**config.mk**
```make
export PLATFORM = sky130hd
export DESIGN_NAME = reg_file_arb_flat
export DESIGN_NICKNAME = d
export VERILOG_FILES = /design/src/rtl/reg_file_arb_pkg.sv /design/src/rtl/reg_file_arb_if.sv /design/src/rtl/reg_file_arb_rr_arb2.sv /design/src/rtl/reg_file_arb.sv /design/src/flat_wrapper.sv
export SDC_FILE = /design/constraint.sdc
export NUM_CORES = 1
export LEC_CHECK = 0
export BUFFER_PORTS_ARGS = -buffer_cell sky130_fd_sc_hd__buf_4
export CELL_PAD_IN_SITES_DETAIL_PLACEMENT = 0
export CELL_PAD_IN_SITES_GLOBAL_PLACEMENT = 1
export CORE_MARGIN = 3
export CORE_UTILIZATION = 32
export DETAILED_ROUTE_END_ITERATION = 6
export PLACE_DENSITY = 0.86
export SYNTH_ARGS = -nofsm -noshare
export SYNTH_HDL_FRONTEND = slang
export SYNTH_HIERARCHICAL = 1
export SYNTH_SLANG_ARGS = --single-unit
export TNS_END_PERCENT = 100
```
**constraint.sdc**
```tcl
create_clock -name clock -period 2.15 [get_ports clock]
set_clock_uncertainty 0.15 [all_clocks]
set_input_delay 0.215 -clock clock [delete_from_list [all_inputs] [get_ports clock]]
set_output_delay 0.215 -clock clock [all_outputs]
set_load 0.03 [all_outputs]
```
**src/rtl/reg_file_arb_pkg.sv**
```systemverilog
// Shared constants, FSM state encoding and a small helper for the
// two-requester register file arbiter.
package reg_file_arb_pkg;

    localparam int DATA_W  = 16;
    localparam int NREG    = 2;
    localparam int ADDR_W  = 1;
    localparam int WDATA_W = NREG * DATA_W;

    // 2'd3 is never entered; the FSM treats it as a request to return to IDLE.
    typedef enum logic [1:0] {
        ST_IDLE   = 2'd0,
        ST_ISSUE  = 2'd1,
        ST_RESP   = 2'd2,
        ST_UNUSED = 2'd3
    } state_t;

    function automatic logic [1:0] owner_onehot(input logic owner);
        return owner ? 2'b10 : 2'b01;
    endfunction

endpackage

```
**src/rtl/reg_file_arb_if.sv**
```systemverilog
// Request/response channels of both requesters plus the register file port,
// bundled so the arbiter and its environment share one definition.
interface reg_file_arb_if;
    import reg_file_arb_pkg::*;

    logic [1:0]         req_valid;
    logic [1:0]         req_ready;
    logic [1:0]         req_write;
    logic [1:0]         req_addr;
    logic [WDATA_W-1:0] req_wdata0;
    logic [WDATA_W-1:0] req_wdata1;

    logic [1:0]         resp_valid;
    logic [1:0]         resp_ready;
    logic [DATA_W-1:0]  resp_rdata;

    logic [ADDR_W-1:0]  rf_raddr;
    logic               rf_wen;
    logic [WDATA_W-1:0] rf_wdata;
    logic [DATA_W-1:0]  rf_rdata;

    // The arbiter side.
    modport slave (
        input  req_valid, req_write, req_addr, req_wdata0, req_wdata1,
        input  resp_ready, rf_rdata,
        output req_ready, resp_valid, resp_rdata,
        output rf_raddr, rf_wen, rf_wdata
    );

    // The requesters plus register file side.
    modport master (
        output req_valid, req_write, req_addr, req_wdata0, req_wdata1,
        output resp_ready, rf_rdata,
        input  req_ready, resp_valid, resp_rdata,
        input  rf_raddr, rf_wen, rf_wdata
    );

endinterface

```
**src/rtl/reg_file_arb_rr_arb2.sv**
```systemverilog
// Two-input round-robin grant: a lone requester always wins, a tie goes to
// the requester named by prio_i.
module rr_arb2 (
    input  logic [1:0] valid_i,
    input  logic       prio_i,
    output logic [1:0] grant_o
);

    always_comb begin
        grant_o = valid_i;
        if (valid_i == 2'b11) begin
            grant_o = prio_i ? 2'b10 : 2'b01;
        end
    end

endmodule

```
**src/rtl/reg_file_arb.sv**
```systemverilog
// Arbitrates two requesters onto a single-port 2x16 register file, running
// one operation at a time through IDLE -> ISSUE -> RESP.
module reg_file_arb
    import reg_file_arb_pkg::*;
(
    input logic           clock,
    input logic           reset,
    reg_file_arb_if.slave bus
);

    state_t             state_q;
    logic               prio_q;
    logic               owner_q;
    logic               write_q;
    logic [1:0]         resp_valid_q;
    logic [DATA_W-1:0]  resp_rdata_q;
    logic               rf_wen_q;
    logic [ADDR_W-1:0]  rf_raddr_q;
    logic [WDATA_W-1:0] rf_wdata_q;

    logic [1:0]         grant;
    logic               winner;
    logic               accept;
    logic [WDATA_W-1:0] wdata_sel;

    rr_arb2 u_rr_arb2 (
        .valid_i (bus.req_valid),
        .prio_i  (prio_q),
        .grant_o (grant)
    );

    always_comb begin
        winner    = grant[1];
        wdata_sel = grant[1] ? bus.req_wdata1 : bus.req_wdata0;
        accept    = (state_q == ST_IDLE) && !reset && (grant != 2'b00);
    end

    // Ready is only offered to the current winner while idle and out of reset.
    assign bus.req_ready  = ((state_q == ST_IDLE) && !reset) ? grant : 2'b00;
    assign bus.resp_valid = resp_valid_q;
    assign bus.resp_rdata = resp_rdata_q;
    assign bus.rf_raddr   = rf_raddr_q;
    assign bus.rf_wen     = rf_wen_q;
    assign bus.rf_wdata   = rf_wdata_q;

    // The rf address/data registers double as the op latches, so they already
    // carry the right values when ISSUE begins.
    always_ff @(posedge clock or posedge reset) begin
        if (reset) begin
            state_q      <= ST_IDLE;
            prio_q       <= 1'b0;
            owner_q      <= 1'b0;
            write_q      <= 1'b0;
            resp_valid_q <= 2'b00;
            resp_rdata_q <= '0;
            rf_wen_q     <= 1'b0;
            rf_raddr_q   <= '0;
            rf_wdata_q   <= '0;
        end else begin
            case (state_q)
                ST_IDLE: begin
                    if (accept) begin
                        owner_q    <= winner;
                        write_q    <= bus.req_write[winner];
                        rf_raddr_q <= bus.req_addr[winner];
                        rf_wdata_q <= wdata_sel;
                        rf_wen_q   <= bus.req_write[winner];
                        prio_q     <= ~winner;
                        state_q    <= ST_ISSUE;
                    end
                end
                ST_ISSUE: begin
                    rf_wen_q     <= 1'b0;
                    resp_rdata_q <= write_q ? '0 : bus.rf_rdata;
                    resp_valid_q <= owner_onehot(owner_q);
                    state_q      <= ST_RESP;
                end
                ST_RESP: begin
                    if (bus.resp_ready[owner_q]) begin
                        resp_valid_q <= 2'b00;
                        state_q      <= ST_IDLE;
                    end
                end
                default: begin
                    rf_wen_q     <= 1'b0;
                    resp_valid_q <= 2'b00;
                    state_q      <= ST_IDLE;
                end
            endcase
        end
    end

endmodule

```
**src/flat_wrapper.sv**
```systemverilog
// flat-port wrapper written by rule: the top's interface ports become plain ports
module reg_file_arb_flat import reg_file_arb_pkg::*;
  (clock, reset, bus_req_valid, bus_req_write, bus_req_addr, bus_req_wdata0, bus_req_wdata1, bus_resp_ready, bus_rf_rdata, bus_req_ready, bus_resp_valid, bus_resp_rdata, bus_rf_raddr, bus_rf_wen, bus_rf_wdata);
  reg_file_arb_if bus_i ();
  input logic clock;
  input logic reset;
  input wire logic [$bits(bus_i.req_valid)-1:0] bus_req_valid;
  input wire logic [$bits(bus_i.req_write)-1:0] bus_req_write;
  input wire logic [$bits(bus_i.req_addr)-1:0] bus_req_addr;
  input wire logic [$bits(bus_i.req_wdata0)-1:0] bus_req_wdata0;
  input wire logic [$bits(bus_i.req_wdata1)-1:0] bus_req_wdata1;
  input wire logic [$bits(bus_i.resp_ready)-1:0] bus_resp_ready;
  input wire logic [$bits(bus_i.rf_rdata)-1:0] bus_rf_rdata;
  output wire logic [$bits(bus_i.req_ready)-1:0] bus_req_ready;
  output wire logic [$bits(bus_i.resp_valid)-1:0] bus_resp_valid;
  output wire logic [$bits(bus_i.resp_rdata)-1:0] bus_resp_rdata;
  output wire logic [$bits(bus_i.rf_raddr)-1:0] bus_rf_raddr;
  output wire logic [$bits(bus_i.rf_wen)-1:0] bus_rf_wen;
  output wire logic [$bits(bus_i.rf_wdata)-1:0] bus_rf_wdata;
  assign bus_i.req_valid = bus_req_valid;
  assign bus_i.req_write = bus_req_write;
  assign bus_i.req_addr = bus_req_addr;
  assign bus_i.req_wdata0 = bus_req_wdata0;
  assign bus_i.req_wdata1 = bus_req_wdata1;
  assign bus_i.resp_ready = bus_resp_ready;
  assign bus_i.rf_rdata = bus_rf_rdata;
  assign bus_req_ready = bus_i.req_ready;
  assign bus_resp_valid = bus_i.resp_valid;
  assign bus_resp_rdata = bus_i.resp_rdata;
  assign bus_rf_raddr = bus_i.rf_raddr;
  assign bus_rf_wen = bus_i.rf_wen;
  assign bus_rf_wdata = bus_i.rf_wdata;
  reg_file_arb u_core (.clock(clock), .reset(reset), .bus(bus_i));
endmodule
```
Yosys cells after proc, flatten, opt, wreduce, memory -nomap -nowiden
Cells that the tools add are included.
Word-level totals
  bits in registers: 57
  output and inout bits: 54
  word-level logic and storage cells: 46
Operators by class
  $lt $le $gt $ge: 2
  eq/ne operators: 5
  multiplexer cells: 18
  bitwise gates (word level): 3
  reductions and logical operators: 9
Operators with widths (number)
  32-bit two-way mux: 1
  16-bit two-way mux: 1
  2-bit two-way mux: 6
  2-bit case mux with 3 select lines: 2
  2-bit AND reduction: 4
  1-bit two-way mux: 7
  2-bit equality test, second input constant: 2
  1-bit by 2-bit less-than comparator with 1-bit output, second input constant: 2
  2-bit by 1-bit inequality test with 1-bit output, second input constant: 2
  1-bit inverter: 3
  2-bit by 1-bit equality test with 1-bit output, second input constant: 1
  1-bit logical AND: 2
  2-bit logical NOT: 1
  1-bit case mux with 2 select lines: 1
  2-bit nonzero test: 1
  1-bit logical NOT: 1

Depth between registers and ports, before layout
  depth after elaboration: 6
  depth in mapped cells: 6

Hierarchy
Netlist, hierarchy kept.
Modules (own cells, without submodules)
  reg_file_arb: instances 1, cells each 210, area an instance 2448.6 sq um, sequential area each 1426.4 sq um
  rr_arb2: instances 1, cells each 3, area an instance 18.8 sq um, sequential area each 0.0 sq um

Least setup slack after synthesis
No wires, ideal clock.
  path type: register -> register
  start: register u_core.prio_q
  end: register u_core.rf_wdata_q[0] (netlist: u_core/bus.rf_wdata[0])
  library setup time: 0.066 ns
  arrival time: 1.773 ns
  required time: 1.934 ns
  setup slack: 0.161 ns
  stages on the path, launching flop included: 7
  buffers on the path: 1
  clock period less this slack: 1.989 ns
  path through: dfrtp_1 > inv_1 > a21boi_1 > nor4b_4 > buf_2 > and2_1 > a221o_1
On the way
  word-level cells in the longest chain between the ends: 5
  elaborated cells on any way between the ends: 6
Ends and longest elaborated chain
  from (decl): RTL line reg_file_arb.sv:12  | logic prio_q;
  from (signal assigned): RTL line reg_file_arb.sv:68  | prio_q <= ~winner;
  2-bit two-way mux (*): RTL line reg_file_arb_rr_arb2.sv:12  | grant_o = prio_i ? 2'b10 : 2'b01;
  2-bit two-way mux (*): RTL line reg_file_arb_rr_arb2.sv:11  | if (valid_i == 2'b11) begin
  net u_core.grant[1]: RTL line reg_file_arb.sv:21  | logic [1:0] grant;
  2-bit nonzero test: RTL line reg_file_arb.sv:35  | accept = (state_q == ST_IDLE) && !reset && (grant != 2'b00);
  1-bit logical AND: RTL line reg_file_arb.sv:35
  2-bit AND reduction (no source line)
  to (signal assigned): RTL line reg_file_arb.sv:66  | rf_wdata_q <= wdata_sel;
  to (decl): RTL line reg_file_arb.sv:19  | logic [WDATA_W-1:0] rf_wdata_q;
Mark *: on every way through the listed nets, which the timed path passes. The rest lies on a longest branch.
A chain may end at the register's enable or synchronous reset.

Final worst setup path
  start: input port reset
  end: output port bus_req_ready[0]
On the way
  word-level cells in the longest chain between the ends: 3
Ends and longest elaborated chain
  from (decl): RTL line flat_wrapper.sv:6  | input logic reset;
  1-bit logical NOT: RTL line reg_file_arb.sv:39  | assign bus.req_ready = ((state_q == ST_IDLE) && !reset) ? grant : 2'b00;
  1-bit logical AND: RTL line reg_file_arb.sv:39
  2-bit two-way mux: RTL line reg_file_arb.sv:39
  to (decl): RTL line flat_wrapper.sv:14  | output wire logic [$bits(bus_i.req_ready)-1:0] bus_req_ready;
No other way between the ends.

==> summary.txt <==
Outcome
  – Status: completed

Clock network
  – Clk Latency, worst-skew pair: 320 ps
  – Num CTS Buffers: 9
  – CTS tree: built
  – Clock Sinks: 57
  – Root Driver: clkbuf_8
  – CTS clk-pin slew, worst paths: 60 ps
  – CTS max path bufs: 2
  – H-tree depth: 3

Drt
  – WL final: 7480 um
  – DRT Pass-1 Iters: 4
  – Initial DRC Count: 56
  – Post-route ant nets: 0
  – Vias/cell: 4.70
  – DRC Markers: 0
  – DR vias: 2,421
  – Routed WL per cell: 14.5 um

Run
  – Max-cap viol count: 0

Yosys
  – Commonest register cell after synthesis: dfrtp_1
  – Post-synth top area cell: dfrtp_1
  – Top cells by area, synth: dfrtp_1 58%, a221o_1 13%, and2_1 8.4%
  – Post-synth top area share: 57.8%
  – Most frequent cell after synthesis: dfrtp_1
  – Average cell area after synthesis: 11.6 um^2
  – EDFF count, synth: 0
  – Synth cell count leaders: 57 x dfrtp_1, 33 x a221o_1, 33 x and2_1, 33 x nand2_1, 17 x o21ai_0
  – Yosys Warn Count: 6
  – Seq/Total Area, Yosys: 57.8%
  – Mapped Nets: 303
  – Async SR Flop Fraction: 100%
  – Number of synthesized register bits: 57
  – Synthesized instance count: 213
  – Distinct cells, synth: 24
  – Mapped Area: 2470 um^2

Die
  – FP Rows: 31
  – Core box area: 7370 um^2
  – Die area: 8800 um^2
  – Io pins: 144
  – Die width: 93.8 um
  – Starting Density: 33.5%
  – Die Y-Extent: 93.8 um

Timing
  – Fin. max-slew vios: 0
  – Final Cycle Share: 97.7%
  – Achievable frequency: 476 MHz
  – Hold slack: 18.0 ps
  – Actual slew at the worst max-slew pin: 630 ps
  – Slew HR: 58.0%
  – RSZ-0062 raised after global routing: true
  – Endpoints failing setup: 0
  – Fin. Hold Viols: 0
  – Period minus WS final: 2100 ps

Setup path
  – Startpoint types: primary input
  – CP max FO: 4
  – Kind of critical path: in2out
  – CP arrival: 1740 ps
  – Crit path capture type: output pin
  – CP required: 1780 ps

Global route
  – Number of global-route vias before repair: 2,530
  – Global-route wire length before repair: 11,800 um
  – Overall Global Routing Usage: 17.4%
  – Initial antenna violation count: 0
  – GRT overflow: 0
  – Largest net degree at the start of global routing: 37

Worst hold path
  – Worst Hold Class: in2reg

Final layout
  – Synth-to-Final Area Change: 77.9%
  – Fillers: 637
  – Share of layout cells above drive strength 1: 42.3%
  – Final #Nets: 501
  – Diodes inserted: 0
  – Post-layout util: 59.6%

Place
  – Final Wtd Congestion: 0.741
  – HPWL after DPL: 5140 um
  – # port buffers: 143

Power and ir drop
  – Pwr/cell area: 1310 nW/um^2
  – Pleak: 0.00219 uW
  – IR drop worst, VDD: 0.000625 V
## worst max-delay path, stage by stage
cell,delay [ps]
dlygate4sd3_1,540
buf_4,160
or4b_4,540
inv_1,120
buf_4,170
## sequential cells by signal, indices dropped and copies added, names as in the netlist
signal,flops
u_core/write_q,1
u_core/prio_q,1
u_core/bus.rf_wen,1
u_core/bus.resp_rdata,16
u_core/bus.resp_valid,2
u_core/bus.rf_raddr,1
u_core/state_q,2
u_core/owner_q,1
u_core/bus.rf_wdata,32
## kinds of logic after synthesis
family / count (synthesis) / share of synthesized area [%]
muxes: 4 / 1.62
and+or+nand+nor: 75 / 17.0
DFF: 57 / 57.8
buffers and inverters: 19 / 4.21
AOI/OAI and AO/OA: 58 / 19.4
## metal layers
| layer | vias to the layer above | share of wire (%) | track usage, % |
|---|---|---|---|
| li1 | 1162 | - | - |
| met1 | 1139 | 38 | 19.7 |
| met2 | 111 | 52 | 30.3 |
| met3 | 9 | 9.0 | 5.45 |
| met4 | 0 | 1.3 | 7.22 |
| met5 | - | 0 | 0 |
## cell type report
class	instances	area, um^2	area share, %
Timing Repair Buffer	201	1650	37.7
Inverter	5	18.8	0.428
Clock buffer	10	128	2.91
Tap cell	99	124	2.82
Multi-Input combinational cell	137	956	21.8
Sequential cell	57	1430	32.5
Clock inverter	6	82.6	1.88
## where the power goes
| group | leakage (uW) | switching (uW) | internal (uW) |
|---|---|---|---|
| Clock | 0.000106 | 408 | 646 |
| Combinational | 0.00137 | 1620 | 1210 |
| Sequential | 0.000717 | 317 | 1560 |
| Total | 0.00219 | 2350 | 3420 |
## cells in the final DEF, fill, tap and decap left out, drive strengths merged
cell type      n
a211oi         1
a21bo          1
a21boi         2
a21o           1
a221o         33
and2          33
buf          153
bufinv         2
clkbuf        10
clkinv         4
clkinvlp       1
dfrtp         57
dlygate4sd3   48
inv            4
mux2i          4
nand2         33
nand2b         2
nor2           3
nor2b          1
nor3           1
nor4b          1
o21ai         18
o2bb2ai        2
or4b           1
## what timing repair did
item                                    in CTS  in global routing
endpoints found under the hold margin       74                  0
buffers inserted                             0                  0
gates resized for setup                      1                  2
hold buffers                                48                  0
endpoints found under the setup margin       1                  2
## metrics by stage
stage | setup slack (ps) | total power [uW] | cells | setup TNS [ps] | area, um^2
floorplan | 161 | 3540 | 213 | 0 | 2470
global placement | 319 | 4610 | 451 | 0 | 3680
detailed placement | 263 | 4660 | 451 | 0 | 3680
CTS | 9.26 | 5820 | 515 | 0 | 4380
global route | -15.0 | 6120 | 515 | -15.0 | 4390
finish | 48.6 | 5770 | 515 | 0 | 4390
## final timing paths
path                       slack (ps)  cells after the start                      from                  endpoint
setup / recovery                   50                      5                     reset          bus_req_ready[0]
hold / removal                     20                      3           bus_rf_rdata[8]  u_core/bus.resp_rdata[8]
max in group asynchronous         860                      4                     reset    u_core/bus.rf_wdata[8]
hold reg to reg                   330                      2  u_core/bus.resp_rdata[4]  u_core/bus.resp_rdata[4]
setup reg to reg                  260                      5             u_core/prio_q    u_core/bus.rf_wdata[1]
min in group asynchronous         420                      3                     reset   u_core/bus.rf_wdata[11]
(Power assumes the default switching activity.)
